$ cat src/rtl/fp_add_scheduler_pkg.sv
// Shared types and constants for the FP16 adder scheduler.
// Holds the FP16 word layout, the scheduler state encoding and the default datapath latency.
package fp_add_scheduler_pkg;

    localparam int C_SCHED_DEF_LATENCY = 2;

    typedef struct packed {
        logic       sign;
        logic [4:0] exp;
        logic [9:0] mant;
    } fp16_t;

    typedef enum logic [1:0] {
        IDLE  = 2'd0,
        RUN   = 2'd1,
        DRAIN = 2'd2,
        DONE  = 2'd3
    } sched_state_e;

endpackage

$ cat src/rtl/rr_arbiter.sv
// Round-robin arbiter: searches upward from an internal pointer for the first requester.
// The pointer advances past the winner only when a grant is actually given.
module rr_arbiter #(
    parameter int NUM_REQ = 4,
    parameter int ID_W    = $clog2(NUM_REQ)
) (
    input  logic               clk,
    input  logic               rst_n,
    input  logic [NUM_REQ-1:0] req,
    input  logic               grant_en,
    output logic [NUM_REQ-1:0] grant,
    output logic [ID_W-1:0]    winner
);

    logic [ID_W-1:0] ptr_r;
    logic [ID_W-1:0] idx_s;
    logic            found_s;
    int              sum_s;

    // Winner search from ptr_r upward, wrapping modulo NUM_REQ.
    always_comb begin
        grant   = '0;
        winner  = '0;
        found_s = 1'b0;
        idx_s   = '0;
        sum_s   = 0;
        for (int off = 0; off < NUM_REQ; off++) begin
            sum_s = int'(ptr_r) + off;
            if (sum_s >= NUM_REQ) begin
                idx_s = ID_W'(sum_s - NUM_REQ);
            end else begin
                idx_s = ID_W'(sum_s);
            end
            if (!found_s && req[idx_s]) begin
                found_s = 1'b1;
                winner  = idx_s;
            end else begin
                found_s = found_s;
            end
        end
        if (grant_en && found_s) begin
            grant[winner] = 1'b1;
        end else begin
            grant = '0;
        end
    end

    // Pointer moves to the slot after the winner on every grant.
    always_ff @(posedge clk or negedge rst_n) begin
        if (!rst_n) begin
            ptr_r <= '0;
        end else if (|grant) begin
            if (winner == ID_W'(NUM_REQ - 1)) begin
                ptr_r <= '0;
            end else begin
                ptr_r <= winner + ID_W'(1);
            end
        end
    end

endmodule

$ cat src/rtl/fp_add_scheduler.sv
// Time-shares one FP16 adder datapath among NUM_REQ requesters with round-robin issue,
// a latency-matched ID tag pipeline for result routing and a flush/drain close sequence.
module fp_add_scheduler
    import fp_add_scheduler_pkg::*;
#(
    parameter int NUM_REQ     = 4,
    parameter int DATA_WIDTH  = 16,
    parameter int ADD_LATENCY = C_SCHED_DEF_LATENCY,
    parameter int ID_W        = $clog2(NUM_REQ)
) (
    input  logic                          clk_i,
    input  logic                          rst_ni,
    input  logic                          en_i,
    input  logic                          flush_i,
    input  logic [NUM_REQ-1:0]            req_valid_i,
    output logic [NUM_REQ-1:0]            req_ready_o,
    input  logic [NUM_REQ*DATA_WIDTH-1:0] req_op_a_i,
    input  logic [NUM_REQ*DATA_WIDTH-1:0] req_op_b_i,
    output logic                          add_valid_o,
    output logic [DATA_WIDTH-1:0]         add_op_a_o,
    output logic [DATA_WIDTH-1:0]         add_op_b_o,
    input  logic [DATA_WIDTH-1:0]         add_result_i,
    output logic [NUM_REQ-1:0]            resp_valid_o,
    output logic [DATA_WIDTH-1:0]         resp_result_o,
    output logic                          busy_o,
    output logic                          done_o
);

    localparam int CNT_W = $clog2(ADD_LATENCY + 3);

    sched_state_e          state_r, state_nxt_s;
    logic [CNT_W-1:0]      cnt_r, cnt_nxt_s;
    logic                  grant_en_s, hs_s, resp_any_s;
    logic [ID_W-1:0]       winner_s;
    logic [DATA_WIDTH-1:0] sel_a_s, sel_b_s;
    logic [NUM_REQ-1:0]    resp_oh_s;
    logic [ADD_LATENCY:0]  tag_vld_r;
    logic [ID_W-1:0]       tag_id_r [ADD_LATENCY+1];

    // Grants only while running, enabled and not being flushed.
    always_comb begin
        grant_en_s = 1'b0;
        if ((state_r == RUN) && en_i && !flush_i) begin
            grant_en_s = 1'b1;
        end else begin
            grant_en_s = 1'b0;
        end
    end

    rr_arbiter #(
        .NUM_REQ (NUM_REQ),
        .ID_W    (ID_W)
    ) u_arb (
        .clk      (clk_i),
        .rst_n    (rst_ni),
        .req      (req_valid_i),
        .grant_en (grant_en_s),
        .grant    (req_ready_o),
        .winner   (winner_s)
    );

    assign hs_s       = |req_ready_o;
    assign resp_any_s = |resp_valid_o;

    // Operand mux from the current winner.
    always_comb begin
        sel_a_s = '0;
        sel_b_s = '0;
        for (int i = 0; i < NUM_REQ; i++) begin
            if (winner_s == ID_W'(i)) begin
                sel_a_s = req_op_a_i[i*DATA_WIDTH +: DATA_WIDTH];
                sel_b_s = req_op_b_i[i*DATA_WIDTH +: DATA_WIDTH];
            end else begin
                sel_a_s = sel_a_s;
                sel_b_s = sel_b_s;
            end
        end
    end

    // In-flight count: +1 per issue, -1 per delivered response.
    always_comb begin
        cnt_nxt_s = cnt_r;
        case ({hs_s, resp_any_s})
            2'b10:   cnt_nxt_s = cnt_r + CNT_W'(1);
            2'b01:   cnt_nxt_s = cnt_r - CNT_W'(1);
            default: cnt_nxt_s = cnt_r;
        endcase
    end

    // Drain completes once the count reaches zero at the end of this cycle,
    // so done lands on the cycle right after the final response.
    always_comb begin
        state_nxt_s = state_r;
        case (state_r)
            IDLE: begin
                if (flush_i) begin
                    state_nxt_s = DONE;
                end else if (en_i) begin
                    state_nxt_s = RUN;
                end else begin
                    state_nxt_s = IDLE;
                end
            end
            RUN: begin
                if (flush_i) begin
                    state_nxt_s = DRAIN;
                end else begin
                    state_nxt_s = RUN;
                end
            end
            DRAIN: begin
                if (cnt_nxt_s == '0) begin
                    state_nxt_s = DONE;
                end else begin
                    state_nxt_s = DRAIN;
                end
            end
            DONE:    state_nxt_s = IDLE;
            default: state_nxt_s = IDLE;
        endcase
    end

    // State, count and the status outputs derived from next-state values.
    always_ff @(posedge clk_i or negedge rst_ni) begin
        if (!rst_ni) begin
            state_r <= IDLE;
            cnt_r   <= '0;
            busy_o  <= 1'b0;
            done_o  <= 1'b0;
        end else begin
            state_r <= state_nxt_s;
            cnt_r   <= cnt_nxt_s;
            busy_o  <= (state_nxt_s != IDLE) || (cnt_nxt_s != '0);
            done_o  <= (state_nxt_s == DONE);
        end
    end

    // Issue stage: operands hold their last value between issues.
    always_ff @(posedge clk_i or negedge rst_ni) begin
        if (!rst_ni) begin
            add_valid_o <= 1'b0;
            add_op_a_o  <= '0;
            add_op_b_o  <= '0;
        end else begin
            add_valid_o <= hs_s;
            if (hs_s) begin
                add_op_a_o <= sel_a_s;
                add_op_b_o <= sel_b_s;
            end
        end
    end

    // Tag pipeline: stage 0 aligns with the issue stage, last stage with add_result_i.
    always_ff @(posedge clk_i or negedge rst_ni) begin
        if (!rst_ni) begin
            tag_vld_r <= '0;
            for (int k = 0; k <= ADD_LATENCY; k++) begin
                tag_id_r[k] <= '0;
            end
        end else begin
            tag_vld_r[0] <= hs_s;
            tag_id_r[0]  <= winner_s;
            for (int k = 1; k <= ADD_LATENCY; k++) begin
                tag_vld_r[k] <= tag_vld_r[k-1];
                tag_id_r[k]  <= tag_id_r[k-1];
            end
        end
    end

    // One-hot owner of the result currently at the datapath output.
    always_comb begin
        resp_oh_s = '0;
        resp_oh_s[tag_id_r[ADD_LATENCY]] = 1'b1;
    end

    // Response register routes the sampled result to its owner for one cycle.
    always_ff @(posedge clk_i or negedge rst_ni) begin
        if (!rst_ni) begin
            resp_valid_o  <= '0;
            resp_result_o <= '0;
        end else if (tag_vld_r[ADD_LATENCY]) begin
            resp_valid_o  <= resp_oh_s;
            resp_result_o <= add_result_i;
        end else begin
            resp_valid_o  <= '0;
        end
    end

endmodule

$ cat config.mk
export PLATFORM = sky130hd
export DESIGN_NAME = fp_add_scheduler
export DESIGN_NICKNAME = d
export VERILOG_FILES = /design/src/rtl/fp_add_scheduler_pkg.sv /design/src/rtl/rr_arbiter.sv /design/src/rtl/fp_add_scheduler.sv
export SDC_FILE = /design/constraint.sdc
export NUM_CORES = 1
export LEC_CHECK = 0
export ABC_AREA = 1
export CAP_MARGIN = 20
export CORE_UTILIZATION = 41
export CTS_BUF_LIST = sky130_fd_sc_hd__clkbuf_8
export DETAILED_ROUTE_END_ITERATION = 12
export PLACE_DENSITY = 0.83
export SYNTH_ARGS = -nofsm -noshare
export SYNTH_HDL_FRONTEND = slang
export SYNTH_SLANG_ARGS = --single-unit
$ cat constraint.sdc
create_clock -name clk_i -period 5.15 [get_ports clk_i]
set_input_delay 0.515 -clock clk_i [delete_from_list [all_inputs] [get_ports clk_i]]
set_output_delay 0.515 -clock clk_i [all_outputs]
set_load 0.1 [all_outputs]
==> impl_metrics.env <==
export IMPL_cts_setup_buffers=0
export IMPL_layout_common_cells="nand2_1 (212), clkdlybuf4s50_1 (205), nand3_1 (72), dfrtp_1 (70), o21ai_0 (67)"
export IMPL_netlist_area_sq_um=4080
export IMPL_grt_usage_pct=24.1
export IMPL_clock_latency_ns=0.33
export IMPL_grt_pass1_wl_um=19300
export IMPL_skew_ns=0.00800
export IMPL_maxSlewHeadroom_pct=30.1
export IMPL_synth_nets=719
export IMPL_port_buffers=210
export IMPL_endpoint_kind="register"
export IMPL_ys_types=25
export IMPL_ys_seq_elements=70
export IMPL_cap_violations=0
export IMPL_fin_util_pct=66.1
export IMPL_min_path_type="input port to asynchronous set/reset pin"
export IMPL_ys_warn_count=0
export IMPL_min_period_over_period_pct=80.8
export IMPL_drv_slew=0
export IMPL_core_area_sq_um=9680
export IMPL_grt_overflow=0
export IMPL_rows=36
export IMPL_tightest_slew_ns=1.05
export IMPL_critical_path_class="register to register"
export IMPL_dieArea_sq_um=10300
export IMPL_rsz0062_at_grt="no"
export IMPL_cts_made_buffers=9
export IMPL_drc=0
export IMPL_cts_clk_slew_worst_paths_ns=0.07
export IMPL_syn_instance_count=561
export IMPL_cts_tree="done"
export IMPL_reg2reg_from="u_arb.ptr_r[0]"
export IMPL_nets=909
export IMPL_max_freq_mhz=240
export IMPL_drt_total_wl_um=12800
export IMPL_outcome="finished clean"
export IMPL_cts_path_max_buffers=2
export IMPL_placed_cell_area_sq_um=6200
export IMPL_vias_per_cell=5.08
export IMPL_drt_initial_drc_count=194
export IMPL_gp_congestion=0.852
export IMPL_period_needed_ns=4.16
export IMPL_vias=4514
export IMPL_hold_worst_slack_ns=0.291
export IMPL_cts_root_buf="clkbuf_8"
export IMPL_cts_resized=0
export IMPL_final_common_cell="nand2_1"
export IMPL_die_w_um=102
export IMPL_antennaDiodeCount=0
export IMPL_critPathLaunchType="register"
export IMPL_cp_required_ns=5.41
export IMPL_syn_to_final_growth_pct=57.0
export IMPL_antenna_left=0
export IMPL_die_height_um=102
export IMPL_setup_tns_ns=0
export IMPL_grt_antenna_before_repair=0
export IMPL_seq_area_frac_synth_pct=43.0
export IMPL_place_hpwl_um=9370
export IMPL_postCtsHoldBufs=0
export IMPL_final_area_sq_um=6400
export IMPL_hold_viol_final=0
export IMPL_cp_arrival_ns=4.42
export IMPL_grt_pass1_vias=4182
export IMPL_grt_max_degree=71
export IMPL_cp_startpoint="u_arb.ptr_r[0]"
export IMPL_post_drt_wl_per_cell_um=14.4
export IMPL_htree_num_levels=3
export IMPL_start_util_pct=42.1
export IMPL_final_fill_count=815
export IMPL_cts_sinks=70
export IMPL_ios=211
export IMPL_drive_gt1_share_pct=5.56
export IMPL_finalSetupViolCount=0
export IMPL_synth_avg_cell_area_sq_um=7.26
export IMPL_firstDrtPassIters=5
export IMPL_path_max_fanout=36
through the flow:
stage	setup WS, ns	instances
after floorplan	1.18	561
after global placement	0.991	873
after detailed placement	0.687	873
after CTS	0.977	889
after global routing	0.592	889
final	0.991	889
cell usage after synthesis:
cell      number  area [sq um]
nand3_1       72           360
o31ai_1        1          7.51
xnor2_1        2          17.5
nor2_4         2          22.5
o211ai_4       2          42.5
ha_1           5          62.6
fa_1           1          20.0
o21ai_0       67           335
nand2_1      212           796
nand3_4        1          17.5
nand2_8        1          20.0
inv_2          1          3.75
nand3b_1       1          7.51
clkbuf_1      24          90.1
dfrtp_1       70          1750
nand4_1        1          6.26
or4_1          1          7.51
nand2_2        5          31.3
nor3_1         7          35.0
a21oi_1       33           165
nor2_1        11          41.3
o21ai_2        1          8.76
buf_1          5          18.8
inv_1         25          93.8
buf_6         10           113
state kept, by name, summed over array words and instances, names as in the netlist:
signal         count
busy_o             1
add_op_a_o        16
tag_vld_r          3
u_arb.ptr_r        2
done_o             1
cnt_r              3
resp_valid_o       4
tag_id_r           6
add_op_b_o        16
state_r            2
resp_result_o     16
layout make-up:
class | count | area [sq um] | share of cell area [%]
Clock inverter | 6 | 62.6 | 0.978
Clock buffer | 10 | 138 | 2.15
Multi-Input combinational cell | 426 | 2010 | 31.4
Sequential cell | 70 | 1750 | 27.4
Timing Repair Buffer | 218 | 2170 | 34.0
Inverter | 26 | 97.6 | 1.53
Tap cell | 133 | 166 | 2.60
final timing paths:
path,end,slack [ns],cells past startpoint
setup / recovery,done_o,0.99,24
hold / removal,state_r[0],0.29,1
setup reg to reg,done_o,0.99,24
hold reg to reg,tag_id_r[3],0.34,0
max in group asynchronous,u_arb.ptr_r[1],4.29,1
min in group clk_i,tag_id_r[3],0.34,0
cell families (layout without fill, tap and decap cells):
group | Yosys count | count (layout) | synth area share, %
compound gates | 104 | 104 | 13.7
xor+xnor | 2 | 2 | 0.430
fa+ha+maj | 6 | 6 | 2.03
buf+inv | 65 | 260 | 7.83
flops | 70 | 70 | 43.0
simple gates | 314 | 314 | 33.0
metal layers:
layer,wire (um),GRT usage (%)
met2,6440,43.5
met3,1120,6.83
met5,0,0
met1,5010,27.6
met4,256,7.13
critical path: stages (launching register included):
cell and delay [ns]:
dfrtp_1 0.53, inv_1 0.22, nand2_1 0.11, nand2_1 0.09, nand2_2 0.09, nand2_2 0.08, nor2_4 0.13, nand2_1 0.12
nor2_1 0.11, nor2_1 0.04, nor2_1 0.23, inv_1 0.11, ha_1 0.24, o211ai_4 0.26, nand2_8 0.21, inv_1 0.11
ha_1 0.17, inv_1 0.07, fa_1 0.38, nand2_1 0.08, nand3b_1 0.09, xnor2_1 0.15, nor3_1 0.20, nand3_1 0.13
a21oi_1 0.14
Power is not shown: default switching activity piles up to over one toggle a cycle in this logic, so the estimate is an artifact.
